**config.mk**
```make
export PLATFORM = sky130hd
export DESIGN_NAME = pipeline_run_controller
export DESIGN_NICKNAME = d
export VERILOG_FILES = /design/src/rtl/pipeline_debug_pkg.sv /design/src/rtl/debug_byte_serializer.sv /design/src/rtl/pipeline_run_controller.sv
export SDC_FILE = /design/constraint.sdc
export NUM_CORES = 1
export LEC_CHECK = 0
export CAP_MARGIN = 20
export CORE_MARGIN = 2
export CORE_UTILIZATION = 41
export DETAILED_ROUTE_END_ITERATION = 7
export PLACE_DENSITY = 0.77
export RECOVER_POWER = 25
export SLEW_MARGIN = 20
export SYNTH_ARGS = -nofsm -noshare
export SYNTH_HDL_FRONTEND = slang
export SYNTH_SLANG_ARGS = --single-unit
export TNS_END_PERCENT = 10
```
**constraint.sdc**
```tcl
create_clock -name clock -period 1.9 [get_ports clock]
set_input_delay 0.38 -clock clock [delete_from_list [all_inputs] [get_ports clock]]
set_output_delay 0.38 -clock clock [all_outputs]
set_load 0.005 [all_outputs]
```
**src/rtl/pipeline_debug_pkg.sv**
```systemverilog
// Shared constants and state encoding for the pipeline debug sequencer.
package pipeline_debug_pkg;

  localparam logic [7:0] CMD_CONT = 8'h63;
  localparam logic [7:0] CMD_STEP = 8'h73;
  localparam logic [7:0] CMD_DUMP = 8'h64;

  localparam int unsigned BYTES_PER_WORD = 4;
  localparam int unsigned BYTE_IDX_W     = 2;

  typedef enum logic [2:0] {
    IDLE = 3'd0,
    RUN  = 3'd1,
    STEP = 3'd2,
    LOAD = 3'd3,
    SEND = 3'd4,
    WAIT = 3'd5
  } state_e;

endpackage

```
**src/rtl/debug_byte_serializer.sv**
```systemverilog
// Sends one 32-bit word MSB-first as four bytes over the UART tx handshake.
// i_word is sampled live in each SEND cycle, so the caller keeps it valid
// for the whole word. o_word_done_c is a same-cycle strobe on the last tx_done.
module debug_byte_serializer
  import pipeline_debug_pkg::*;
(
  input  logic        clock,
  input  logic        reset_n,
  input  logic [31:0] i_word,
  input  logic        i_load,
  input  logic        i_tx_done,
  output logic [7:0]  o_tx_data,
  output logic        o_tx_start,
  output logic        o_word_done_c
);

  state_e                r_state, w_state_nxt;
  logic [BYTE_IDX_W-1:0] r_byte_idx, w_byte_idx_nxt;
  logic [7:0]            r_tx_data, w_tx_data_nxt;
  logic                  r_tx_start, w_tx_start_nxt;
  logic [7:0]            w_sel_byte;
  logic                  w_last_byte;

  assign w_last_byte = (r_byte_idx == BYTE_IDX_W'(BYTES_PER_WORD - 1));
  assign o_tx_data   = r_tx_data;
  assign o_tx_start  = r_tx_start;

  // Byte select, index 0 is the most significant byte.
  always_comb begin
    w_sel_byte = i_word[31:24];
    case (r_byte_idx)
      2'd1:    w_sel_byte = i_word[23:16];
      2'd2:    w_sel_byte = i_word[15:8];
      2'd3:    w_sel_byte = i_word[7:0];
      default: w_sel_byte = i_word[31:24];
    endcase
  end

  // Serializer state register.
  always_ff @(posedge clock or negedge reset_n) begin
    if (!reset_n) begin
      r_state    <= IDLE;
      r_byte_idx <= '0;
      r_tx_data  <= '0;
      r_tx_start <= 1'b0;
    end else begin
      r_state    <= w_state_nxt;
      r_byte_idx <= w_byte_idx_nxt;
      r_tx_data  <= w_tx_data_nxt;
      r_tx_start <= w_tx_start_nxt;
    end
  end

  // SEND/WAIT byte loop; a load restarts at byte 0 even on the done cycle.
  always_comb begin
    w_state_nxt    = r_state;
    w_byte_idx_nxt = r_byte_idx;
    w_tx_data_nxt  = r_tx_data;
    w_tx_start_nxt = 1'b0;
    o_word_done_c  = 1'b0;
    case (r_state)
      SEND: begin
        w_tx_data_nxt  = w_sel_byte;
        w_tx_start_nxt = 1'b1;
        w_state_nxt    = WAIT;
      end
      WAIT: begin
        if (i_tx_done) begin
          if (w_last_byte) begin
            o_word_done_c = 1'b1;
            w_state_nxt   = IDLE;
          end else begin
            w_byte_idx_nxt = r_byte_idx + BYTE_IDX_W'(1);
            w_state_nxt    = SEND;
          end
        end
      end
      default: ;
    endcase
    if (i_load) begin
      w_state_nxt    = SEND;
      w_byte_idx_nxt = '0;
    end
  end

endmodule

```
**src/rtl/pipeline_run_controller.sv**
```systemverilog
// Debug sequencer: decodes UART commands, gates the pipeline clock enable
// for run/step, and streams a status-word report when the pipeline stops.
// Optional macro PIPE_CYCLE_COUNT_EN prefixes the report with a saturating
// count of enabled pipeline cycles since reset.
module pipeline_run_controller
  import pipeline_debug_pkg::*;
#(
  parameter int unsigned STATUS_WORDS = 16,
  parameter int unsigned ADDR_W       = 4
) (
  input  logic              clock,
  input  logic              reset_n,
  input  logic [7:0]        rx_data,
  input  logic              rx_done,
  output logic [7:0]        tx_data,
  output logic              tx_start,
  input  logic              tx_done,
  input  logic              halt,
  output logic              pipe_enable,
  output logic [ADDR_W-1:0] status_addr,
  input  logic [31:0]       status_data,
  output logic              busy
);

  state_e            r_state, w_state_nxt;
  logic              r_pipe_enable, w_pipe_enable_nxt;
  logic [ADDR_W-1:0] r_status_addr, w_status_addr_nxt;
  logic              r_busy;
  logic              w_load;
  logic              w_word_done;
  logic              w_hdr;
  logic [31:0]       w_word;

  assign pipe_enable = r_pipe_enable;
  assign status_addr = r_status_addr;
  assign busy        = r_busy;

`ifdef PIPE_CYCLE_COUNT_EN
  logic [31:0] r_cycle_cnt;
  logic [31:0] r_cnt_snap;
  logic        r_hdr;

  // Enabled-cycle counter, snapshot at LOAD, and header-word phase flag.
  always_ff @(posedge clock or negedge reset_n) begin
    if (!reset_n) begin
      r_cycle_cnt <= '0;
      r_cnt_snap  <= '0;
      r_hdr       <= 1'b0;
    end else begin
      if (r_pipe_enable && (r_cycle_cnt != 32'hFFFF_FFFF))
        r_cycle_cnt <= r_cycle_cnt + 32'd1;
      if (r_state == LOAD) begin
        r_cnt_snap <= r_cycle_cnt;
        r_hdr      <= 1'b1;
      end else if (w_word_done) begin
        r_hdr <= 1'b0;
      end
    end
  end

  assign w_hdr  = r_hdr;
  assign w_word = r_hdr ? r_cnt_snap : status_data;
`else
  assign w_hdr  = 1'b0;
  assign w_word = status_data;
`endif

  debug_byte_serializer u_ser (
    .clock         (clock),
    .reset_n       (reset_n),
    .i_word        (w_word),
    .i_load        (w_load),
    .i_tx_done     (tx_done),
    .o_tx_data     (tx_data),
    .o_tx_start    (tx_start),
    .o_word_done_c (w_word_done)
  );

  // Controller state register.
  always_ff @(posedge clock or negedge reset_n) begin
    if (!reset_n) begin
      r_state       <= IDLE;
      r_pipe_enable <= 1'b0;
      r_status_addr <= '0;
      r_busy        <= 1'b0;
    end else begin
      r_state       <= w_state_nxt;
      r_pipe_enable <= w_pipe_enable_nxt;
      r_status_addr <= w_status_addr_nxt;
      r_busy        <= (w_state_nxt != IDLE);
    end
  end

  // Command decode, run/step gating and word sequencing.
  always_comb begin
    w_state_nxt       = r_state;
    w_pipe_enable_nxt = r_pipe_enable;
    w_status_addr_nxt = r_status_addr;
    w_load            = 1'b0;
    case (r_state)
      IDLE: begin
        if (rx_done) begin
          case (rx_data)
            CMD_CONT: begin
              w_state_nxt       = halt ? LOAD : RUN;
              w_pipe_enable_nxt = !halt;
            end
            CMD_STEP: begin
              w_state_nxt       = halt ? LOAD : STEP;
              w_pipe_enable_nxt = !halt;
            end
            CMD_DUMP: w_state_nxt = LOAD;
            default:  ;
          endcase
        end
      end
      RUN: begin
        if (halt) begin
          w_pipe_enable_nxt = 1'b0;
          w_state_nxt       = LOAD;
        end
      end
      STEP: begin
        w_pipe_enable_nxt = 1'b0;
        w_state_nxt       = LOAD;
      end
      LOAD: begin
        w_status_addr_nxt = '0;
        w_load            = 1'b1;
        w_state_nxt       = SEND;
      end
      SEND: w_state_nxt = WAIT;
      WAIT: begin
        if (w_word_done) begin
          if (!w_hdr && (r_status_addr == ADDR_W'(STATUS_WORDS - 1))) begin
            w_state_nxt = IDLE;
          end else begin
            if (!w_hdr)
              w_status_addr_nxt = r_status_addr + ADDR_W'(1);
            w_load      = 1'b1;
            w_state_nxt = SEND;
          end
        end
      end
      default: w_state_nxt = IDLE;
    endcase
  end

endmodule

```
==> run metrics <==
final setup fails=0; gpl congestion=0.9155; antenna cells=0; Die Wd=60.39 um; Post-Syn Instances=150; H-tree Lvls=1; Setup TNS=0 ns; Synth Area per Inst=between 8 and 9 um2; worst reg2reg setup slack=0.24 ns; Startpoint Class=register; asr flop ratio synth=100.0%; synthesized net count=200; fmax=roughly 0.59 GHz; Primary FF master, synth=dfrtp_1; RSZ-0062 raised after global routing=false; Cell Area, Synth=1304 um2; Core ar.=3028 um2; Req. time, crit path=1.52 ns; crit-path max FO=6; Yosys cell types=39; maxcap violations=0; drt pass-1 iters=4; period utilization=88.89%; R2R Path End=u_ser.o_tx_data[3]; Yosys warning total=0; die height=slightly above 60 um; Initial Util=about 43%; Critical Path AT=1.31 ns; fillcell total=between 200 and 300; gr usage total=20.22%; design area=about 2000 um2; Clock Tree Buf Depth=2; total setup buffers inserted after CTS=0; Least-Margin Pin Slew=1.156 ns; critical path cell sequence=clkdlybuf4s50_1; initial antenna violation count=0; Num CTS Buffers=3; root buffer cell=clkbuf_4; FP Rows=20; fin cells=253; Worst-path clk slew=0.12 ns; Routed WL=3561 um; Final Hold Fails=0; dpl hpwl=~2800 um; path type of the worst setup path=register to primary output; gr ovfl total=0; largest delay contributor family on the critical path=buffers and inverters; clock latency at the later pin of the worst-skew pair=0.31 ns; Worst setup startpoint=status_addr[3]; Vias/cell=5.427; hold endpoint=u_ser.o_tx_data[1]; clock tree sinks=22; area of the die=roughly 3600 um2; commonest non-fill, non-tap cell in the layout=clkdlybuf4s50_1; wire per inst=14.08 um; Crit path largest cell delay=about 0.54 ns; Power Density=1306 nW/um2; maximum vdd ir drop=0.7418 mV; post-cts resize count=0; slowest CP cell=clkdlybuf4s50_1; min Tclk post-route=between 1.5 and 2 ns; #FFs+latches synth=22; DR iter-0 viols=between 100 and 150; Remaining DRCs=0; number of synthesized flops with an enable pin=0; max_slew headroom=22.94%; max-slew violations=0; worst r2r src=u_ser.r_byte_idx[0]; nets=260; vias in the first global route=1303; skew final=0.007456 ns; Seq/Total Area, Yosys=42.23%; worst hold stages=2; CP Capture Type=primary output; Post-CTS Hold Buffers=0; Hold Path Class=register to register; layout cell share with drive strength beyond 1=about 6.7%; Post-DP Area=1951 um2; antenna viol nets, final=0; largest net degree at the start of global routing=23; worst hold start=u_ser.o_tx_data[1]; CTS tree=done; fin util=between 60% and 70%; most frequent cells in the layout=clkdlybuf4s50_1 (58), dfrtp_1 (22), nand2_1 (18); Area growth, synth to finish=53.36%; leakage=0.0008135 uW; port bufs=59; status=finished clean; DR vias=approximately 1400; CP bufs+invs=1; R2R cell count=6; io pins=60; worst hold margin=0.4979 ns; dpl cells=249; global-route wire length before repair=5658 um
routing by layer:
metal  vias to the layer above  part of all wire, %  global-route usage, %  routed length (um)
li1                        671                    -                      -                   -
met1                       637                   42                  25.14                1503
met2                        61                   50                  36.96                1763
met3                         4                  7.6                  3.625                 269
met4                         0                 0.70                  3.810                  25
met5                         -                    0                      0                   0
metrics by stage:
stage          power, uW  setup WS (ns)
2_1_floorplan       1683         0.4158
4_1_cts             2628         0.2089
6_report            2612         0.2111
3_5_place_dp        2268       0.006645
5_1_grt             2855        0.07563
3_3_place_gp        2212        0.04163
cell families (layout without fill, tap and decap cells):
kind of cell	count (synthesis)	count (layout)	synth area share, %
adders and majority gates	5	5	4.798
DFF	22	22	42.23
muxes	1	1	0.7678
xor gates and xnor gates	1	1	0.6719
buffers and inverters	16	75	4.798
AOI/OAI and AO/OA	47	47	24.19
and+or+nand+nor	58	58	22.55
flip-flops by register name, summed over array words and instances, names as in the netlist:
name              flops
u_ser.o_tx_data       8
status_addr           4
r_state               3
u_ser.r_byte_idx      2
u_ser.r_state         2
busy                  1
pipe_enable           1
u_ser.o_tx_start      1
report_power, final:
part	internal (uW)	switching, uW	total, uW	leakage (uW)
logic	683	680	1360	0.000517
clock network	213	140	353	0.0000279
registers	677	219	896	0.000269
total	1570	1040	2610	0.000814
Yosys cell counts (5+ instances only):
| library cell | number | area [um2] |
|---|---|---|
| clkbuf_1 | 5 | 18.77 |
| inv_1 | 6 | 22.52 |
| a21oi_1 | 10 | 50.05 |
| nand2_1 | 18 | 67.56 |
| ha_1 | 5 | 62.56 |
| o21ai_0 | 11 | 55.05 |
| nand3_1 | 9 | 45.04 |
| nor2_1 | 17 | 63.81 |
| a222oi_1 | 8 | 80.08 |
| o21ai_1 | 5 | 25.02 |
| dfrtp_1 | 22 | 550.5 |
layout make-up:
class	instances	area, um2	share of cell area (%)
repair buffers	64	624.3	31.23
clock buffers	3	22.52	1.126
inverters	7	26.28	1.314
clock inverters	1	30.03	1.502
well taps	44	55.05	2.753
flip-flops and latches	22	550.5	27.53
multi-input cells	112	690.7	34.54
worst max-delay path by stage:
| stage | end | slack, ns | depth (start not counted) |
|---|---|---|---|
| CTS | status_addr[3] | 0.21 | 1 |
| finish | status_addr[3] | 0.21 | 1 |
| global placement | busy | 0.04 | 5 |
| detailed placement | busy | 0.007 | 5 |
| global route | u_ser.o_tx_data[2] | 0.08 | 6 |
| floorplan | busy | 0.42 | 5 |
(Power assumes the default switching activity.)
